--- config.mk ---
export PLATFORM = sky130hd
export DESIGN_NAME = ctrl_pipe
export DESIGN_NICKNAME = d
export VERILOG_FILES = /design/src/rtl/ctrl_pipe.sv
export SDC_FILE = /design/constraint.sdc
export NUM_CORES = 1
export LEC_CHECK = 0
export CAP_MARGIN = 20
export CORE_ASPECT_RATIO = 1.5
export CORE_MARGIN = 1.5
export CORE_UTILIZATION = 39
export DETAILED_ROUTE_END_ITERATION = 8
export GPL_TIMING_DRIVEN = 1
export PLACE_DENSITY = 0.88
export SETUP_SLACK_MARGIN = 0.4
export SYNTH_ARGS = -nofsm -noshare
export SYNTH_HDL_FRONTEND = slang
export SYNTH_SLANG_ARGS = --single-unit
--- constraint.sdc ---
create_clock -name clk -period 1.83 [get_ports clk]
set_input_delay 0.4575 -clock clk [delete_from_list [all_inputs] [get_ports clk]]
set_output_delay 0.4575 -clock clk [all_outputs]
set_load 0.05 [all_outputs]
--- src/rtl/ctrl_pipe.sv ---
// Control path of a 5-stage RV32I(M) pipeline: ID decode, EX/MEM/WB control
// registers, load-use and multi-cycle MUL interlocks, branch flush.
module ctrl_pipe #(
  parameter int EN_MUL  = 1,
  parameter int MUL_LAT = 3
) (
  input  logic        clk,
  input  logic        rst_n,
  input  logic [31:0] inst,
  input  logic        id_valid,
  input  logic        branch_taken,
  input  logic        ext_stall,
  output logic        ex_branch,
  output logic        ex_alusrc,
  output logic        ex_mem_rena,
  output logic        ex_mem_wena,
  output logic        ex_reg_wena,
  output logic        ex_mem2reg,
  output logic [1:0]  ex_aluop,
  output logic [1:0]  ex_jump,
  output logic [4:0]  ex_rd,
  output logic        mem_mem_rena,
  output logic        mem_mem_wena,
  output logic        mem_reg_wena,
  output logic        mem_mem2reg,
  output logic [4:0]  mem_rd,
  output logic        wb_reg_wena,
  output logic        wb_mem2reg,
  output logic [4:0]  wb_rd,
  output logic        stall_if,
  output logic        flush_id,
  output logic        illegal
);

  localparam logic [6:0] OP_R      = 7'b0110011;
  localparam logic [6:0] OP_I      = 7'b0010011;
  localparam logic [6:0] OP_LOAD   = 7'b0000011;
  localparam logic [6:0] OP_STORE  = 7'b0100011;
  localparam logic [6:0] OP_BRANCH = 7'b1100011;
  localparam logic [6:0] OP_JAL    = 7'b1101111;
  localparam logic [6:0] OP_JALR   = 7'b1100111;
  localparam logic [6:0] OP_LUI    = 7'b0110111;
  localparam logic [6:0] OP_AUIPC  = 7'b0010111;

  localparam logic [1:0] ALU_ADD = 2'b00;
  localparam logic [1:0] ALU_BR  = 2'b01;
  localparam logic [1:0] ALU_FN  = 2'b10;
  localparam logic [1:0] ALU_MUL = 2'b11;

  localparam logic [3:0] MUL_LOAD = 4'(MUL_LAT - 1);

  typedef struct packed {
    logic       branch;
    logic       alusrc;
    logic       mem_rena;
    logic       mem_wena;
    logic       reg_wena;
    logic       mem2reg;
    logic [1:0] aluop;
    logic [1:0] jump;
    logic [4:0] rd;
  } ex_ctrl_t;

  typedef struct packed {
    logic       mem_rena;
    logic       mem_wena;
    logic       reg_wena;
    logic       mem2reg;
    logic [4:0] rd;
  } mem_ctrl_t;

  typedef struct packed {
    logic       reg_wena;
    logic       mem2reg;
    logic [4:0] rd;
  } wb_ctrl_t;

  ex_ctrl_t  id_c, ex_q;
  mem_ctrl_t mem_q, ex_to_mem;
  wb_ctrl_t  wb_q, mem_to_wb;
  logic [3:0] mul_cnt;
  logic       bad_op, load_use, mul_busy;
  logic       unused_funct3;

  assign unused_funct3 = ^inst[14:12];

  // NOTE: every field gets a default before the case so no path leaves a latch.
  always_comb begin
    id_c   = '0;
    bad_op = 1'b0;
    unique case (inst[6:0])
      OP_R: begin
        id_c.reg_wena = 1'b1;
        id_c.aluop    = (EN_MUL != 0 && inst[31:25] == 7'b0000001) ? ALU_MUL : ALU_FN;
      end
      OP_I: begin
        id_c.reg_wena = 1'b1;
        id_c.alusrc   = 1'b1;
        id_c.aluop    = ALU_FN;
      end
      OP_LOAD: begin
        id_c.reg_wena = 1'b1;
        id_c.mem2reg  = 1'b1;
        id_c.mem_rena = 1'b1;
        id_c.alusrc   = 1'b1;
      end
      OP_STORE: begin
        id_c.mem_wena = 1'b1;
        id_c.alusrc   = 1'b1;
      end
      OP_BRANCH: begin
        id_c.branch = 1'b1;
        id_c.aluop  = ALU_BR;
      end
      OP_JAL: begin
        id_c.reg_wena = 1'b1;
        id_c.alusrc   = 1'b1;
        id_c.jump     = 2'b01;
      end
      OP_JALR: begin
        id_c.reg_wena = 1'b1;
        id_c.alusrc   = 1'b1;
        id_c.jump     = 2'b10;
      end
      OP_LUI, OP_AUIPC: begin
        id_c.reg_wena = 1'b1;
        id_c.alusrc   = 1'b1;
      end
      default: bad_op = 1'b1;
    endcase
    // Writes to x0 are dropped, and rd is only meaningful when a write happens.
    if (id_c.reg_wena && inst[11:7] != 5'd0) id_c.rd = inst[11:7];
    else                                      id_c.reg_wena = 1'b0;
    if (!id_valid) id_c = '0;
  end

  assign illegal  = id_valid && bad_op;
  assign mul_busy = (mul_cnt != 4'd0);
  assign load_use = ex_q.mem_rena && ex_q.rd != 5'd0 && id_valid &&
                    (ex_q.rd == inst[19:15] || ex_q.rd == inst[24:20]);

  assign flush_id = !ext_stall && branch_taken;
  assign stall_if = ext_stall || (!branch_taken && (mul_busy || load_use));

  assign ex_to_mem = '{mem_rena: ex_q.mem_rena, mem_wena: ex_q.mem_wena,
                       reg_wena: ex_q.reg_wena, mem2reg: ex_q.mem2reg, rd: ex_q.rd};
  assign mem_to_wb = '{reg_wena: mem_q.reg_wena, mem2reg: mem_q.mem2reg, rd: mem_q.rd};

  // NOTE: sequential state uses non-blocking assignments so every stage samples pre-edge values.
  always_ff @(posedge clk or negedge rst_n) begin
    if (!rst_n) begin
      ex_q    <= '0;
      mem_q   <= '0;
      wb_q    <= '0;
      mul_cnt <= '0;
    end else if (!ext_stall) begin
      wb_q <= mem_to_wb;
      if (mul_busy) mul_cnt <= mul_cnt - 4'd1;
      if (branch_taken) begin
        ex_q  <= '0;
        mem_q <= ex_to_mem;
      end else if (mul_busy) begin
        mem_q <= '0;
      end else if (load_use) begin
        ex_q  <= '0;
        mem_q <= ex_to_mem;
      end else begin
        ex_q  <= id_c;
        mem_q <= ex_to_mem;
        if (id_c.aluop == ALU_MUL) mul_cnt <= MUL_LOAD;
      end
    end
  end

  assign ex_branch   = ex_q.branch;
  assign ex_alusrc   = ex_q.alusrc;
  assign ex_mem_rena = ex_q.mem_rena;
  assign ex_mem_wena = ex_q.mem_wena;
  assign ex_reg_wena = ex_q.reg_wena;
  assign ex_mem2reg  = ex_q.mem2reg;
  assign ex_aluop    = ex_q.aluop;
  assign ex_jump     = ex_q.jump;
  assign ex_rd       = ex_q.rd;

  assign mem_mem_rena = mem_q.mem_rena;
  assign mem_mem_wena = mem_q.mem_wena;
  assign mem_reg_wena = mem_q.reg_wena;
  assign mem_mem2reg  = mem_q.mem2reg;
  assign mem_rd       = mem_q.rd;

  assign wb_reg_wena = wb_q.reg_wena;
  assign wb_mem2reg  = wb_q.mem2reg;
  assign wb_rd       = wb_q.rd;

endmodule
==> results.cfg <==
[worst_setup_path]
cp-end-kind = output port
reg2reg_from = mul_cnt[0]
critPathKind = input port to output port
rrSetupSlack_ns = -0.34
reg2reg_depth = 9
start_kind = input port
cp_max_fo = 2
r2r-end = ex_rd[2]
critPathArrivalTime_ns = 1.97
critPathLaunch = inst[17]
required_ns = 1.37

[routing]
vias_per_cell = 5.72
ant_nets = 0
remaining_drc_errors = 0
wl_per_cell_um = 20.1
drtIter0Drc = 75
num_vias = 2019
first_pass_iters = 4
routed_wl_um = 7110

[logic_synthesis]
synth_xor_area_share_pct = 5.07
yosys_register_bits = 33
muxShareOfSynthArea_pct = 4.56
netlist_area_sq_um = 1730
synth_top_family_by_area = compound AO/OA/AOI/OAI gates
ys.warnings.count = 0
async_reset_ff_share_pct = 100
avgSynthCellArea_sq_um = 10.4
synthAdderAreaFrac_pct = 0.724
synth.area.top_cells = dfrtp_1, xor2_1, a22o_1, mux2_2, nand2_1
synth_top_cell_area_share_pct = 47.8
yosysUniqueCellTypes = 44
synth_fp_nets = 204
ys_seq_area_share_pct = 47.8
synth_ff_type = dfrtp_1
synth_edf_count = 0
synth_compound_area_share_pct = 21.0
synth_area_leader_cell = dfrtp_1
yosys.area_share.simple_pct = 15.9
syn_inst = 166

[die]
core_area_sq_um = 4250
die_x_um = 57.3
initial_core_util_pct = 40.7
pin_count = 71
die_area_sq_um = 4850
num_rows = 29
die_h_um = 84.5

[timing]
drv_slew = 0
period_minus_slack_ns = 2.43
fmax_mhz = 412
worst_pin_slew_ns = 1.16
fin_ws_ns = -0.596
relSlewSlack_pct = 22.5
finalCritPeriodShare_pct = 133
grt_setup_unrepaired = yes
final-setup-viol-count = 25
clock_skew_ns = 0.00134
hold_violations = 0

[power]
power_density_nw_per_um2 = 699
netSwitchingFraction_pct = 30.6
p_int_mw = 1.72
p_comb_share_pct = 37.3
p_seq_share_pct = 33.3
leakage_nw = 1.76
clockPowerShare_pct = 29.3
ir_drop_v = 0.000998
switching_power_uw = 759

[min_path]
hold_start = inst[6]
hold_path_class = input port to flip-flop
min_to = ex_aluop[1]
worst_hold_path.num_cells = 3

[finish]
final_core_util_pct = 83.4
n_antenna_cell = 0
fill_cells = 220
fin_cells = 353
drive_gt1_share_pct = 59.6
area_growth_pct = 105
multi_input_area_sq_um = 1150
layout.nets = 344
seq_area_sq_um = 832

[run_status]
status = finished, violations left
violations = negative setup slack

[run]
drv_cap = 0

[place]
hpwl_um = 3960
placed_cells = 318
numPortBuffers = 67
gp_routability_congestion = 0.860

[global_route]
grt_overflow_total = 0
grt_pass1_vias = 2027
grt_first_pass_wirelength_um = 10300
grt_max_degree = 34
grtUsageTotal_pct = 28.2
antenna_found_initial = 0

[clocking]
max-clock-path-buffers = 2
h-tree-depth = 2
clock-root-buffer = clkbuf_8
insertion_delay_ns = 0.30
cts.sinks = 33
cts.reportedPaths.clkPinSlew_ns = 0.07
cts_tree = yes
hold_buffers = 0
cts_buffers = 5
cell families after synthesis:
group,after synthesis
AND/OR/NAND/NOR,52
buffers and inverters,19
XOR/XNOR,10
flip-flops,33
multiplexers,7
AO/OA/AOI/OAI,44
adder cells (fa/ha/maj),1
flip-flops by register name, indices dropped and copies added (netlist names), 2 cells and up:
register and cells:
ex_jump 2, wb_rd 5, mul_cnt 4, ex_aluop 2, ex_rd 5, mem_rd 5
worst max-delay path by stage:
| stage | end | slack [ns] | cells after the start |
|---|---|---|---|
| 2_1_floorplan | stall_if | -0.30 | 4 |
| 3_3_place_gp | stall_if | -0.49 | 7 |
| 3_5_place_dp | mul_cnt[0] | -0.52 | 6 |
| 4_1_cts | stall_if | -0.53 | 5 |
| 5_1_grt | stall_if | -0.62 | 7 |
| 6_report | stall_if | -0.60 | 7 |
synth_stat cells (all sizes together), types with 2 or more instances:
| master | n |
|---|---|
| nand3 | 2 |
| or3 | 2 |
| dfrtp | 33 |
| nand2 | 19 |
| or4 | 2 |
| o211ai | 2 |
| a21oi | 3 |
| nor3 | 6 |
| inv | 12 |
| a21o | 2 |
| clkbuf | 3 |
| nand4 | 2 |
| a22o | 9 |
| o41ai | 8 |
| o31ai | 5 |
| a31oi | 2 |
| buf | 4 |
| xor2 | 10 |
| o21ai | 9 |
| mux2 | 7 |
| nor2 | 11 |
worst max-delay path, stage by stage:
cell	delay, ns
clkdlybuf4s50_1	0.50
xor2_1	0.20
nor2_1	0.08
a22oi_2	0.24
o21ai_1	0.12
a21o_4	0.23
buf_12	0.14
through the flow:
step | setup TNS [ns] | total power [mW] | hold slack [ns] | worst slack [ns] | cell area, sq um
2_1_floorplan | -0.716 | 1.11 | 0.162 | -0.302 | 1850
5_1_grt | -7.04 | 2.56 | 0.508 | -0.617 | 3540
3_3_place_gp | -5.36 | 1.39 | 0.470 | -0.490 | 2820
4_1_cts | -2.96 | 2.30 | 0.494 | -0.529 | 3290
3_5_place_dp | -6.17 | 1.42 | 0.479 | -0.516 | 2820
6_report | -5.40 | 2.48 | 0.494 | -0.596 | 3540
metal layers:
metal	GRT usage (%)	wire length [um]	part of all wire, %
met5	0	0	0
met4	14.8	361	5.1
met3	4.78	300	4.2
met2	53.1	4130	58
met1	28.3	2320	33
cells in the final DEF (no fill, tap or decap), drive strengths merged:
cell,n
buf,117
dfrtp,33
nand2,19
clkdlybuf4s50,16
inv,12
nor2,11
xor2,10
a22o,9
o21ai,9
o41ai,8
mux2,7
clkbuf,7
nor3,6
o31ai,5
dlygate4sd2,5
a21oi,3
or4,2
a31oi,2
nand4,2
clkdlybuf4s15,2
o211ai,2
a21o,2
or3,2
nand3,2
a22oi,1
and2,1
nor2b,1
a21boi,1
or4b,1
nor4,1
nor4bb,1
a221o,1
a2111oi,1
or2,1
and3,1
nand4b,1
ha,1
bufinv,1
timing repair:
| action | 4_1_cts | 5_1_grt |
|---|---|---|
| gates resized for setup | 110 | 35 |
| setup endpoints to repair | 40 | 35 |
| pin swaps | 39 | 25 |
| setup buffers | 18 | 9 |
| cloned | 0 | 0 |
power groups by stage:
stage	clock network, mW	registers [mW]	logic [mW]
6_report	0.726	0.825	0.925
5_1_grt	0.762	0.829	0.970
4_1_cts	0.710	0.816	0.770
3_5_place_dp	0	0.827	0.593
3_3_place_gp	0	0.821	0.570
2_1_floorplan	0	0.829	0.282
area by class of cell:
cell class,count,area share (%)
repair buffers,140,37.6
multi-input cells,114,32.4
flip-flops and latches,33,23.5
clock buffers,7,2.44
well taps,46,1.63
inverters,12,1.56
clock inverters,1,0.848
No activity file was read; power rests on OpenSTA's default activity.
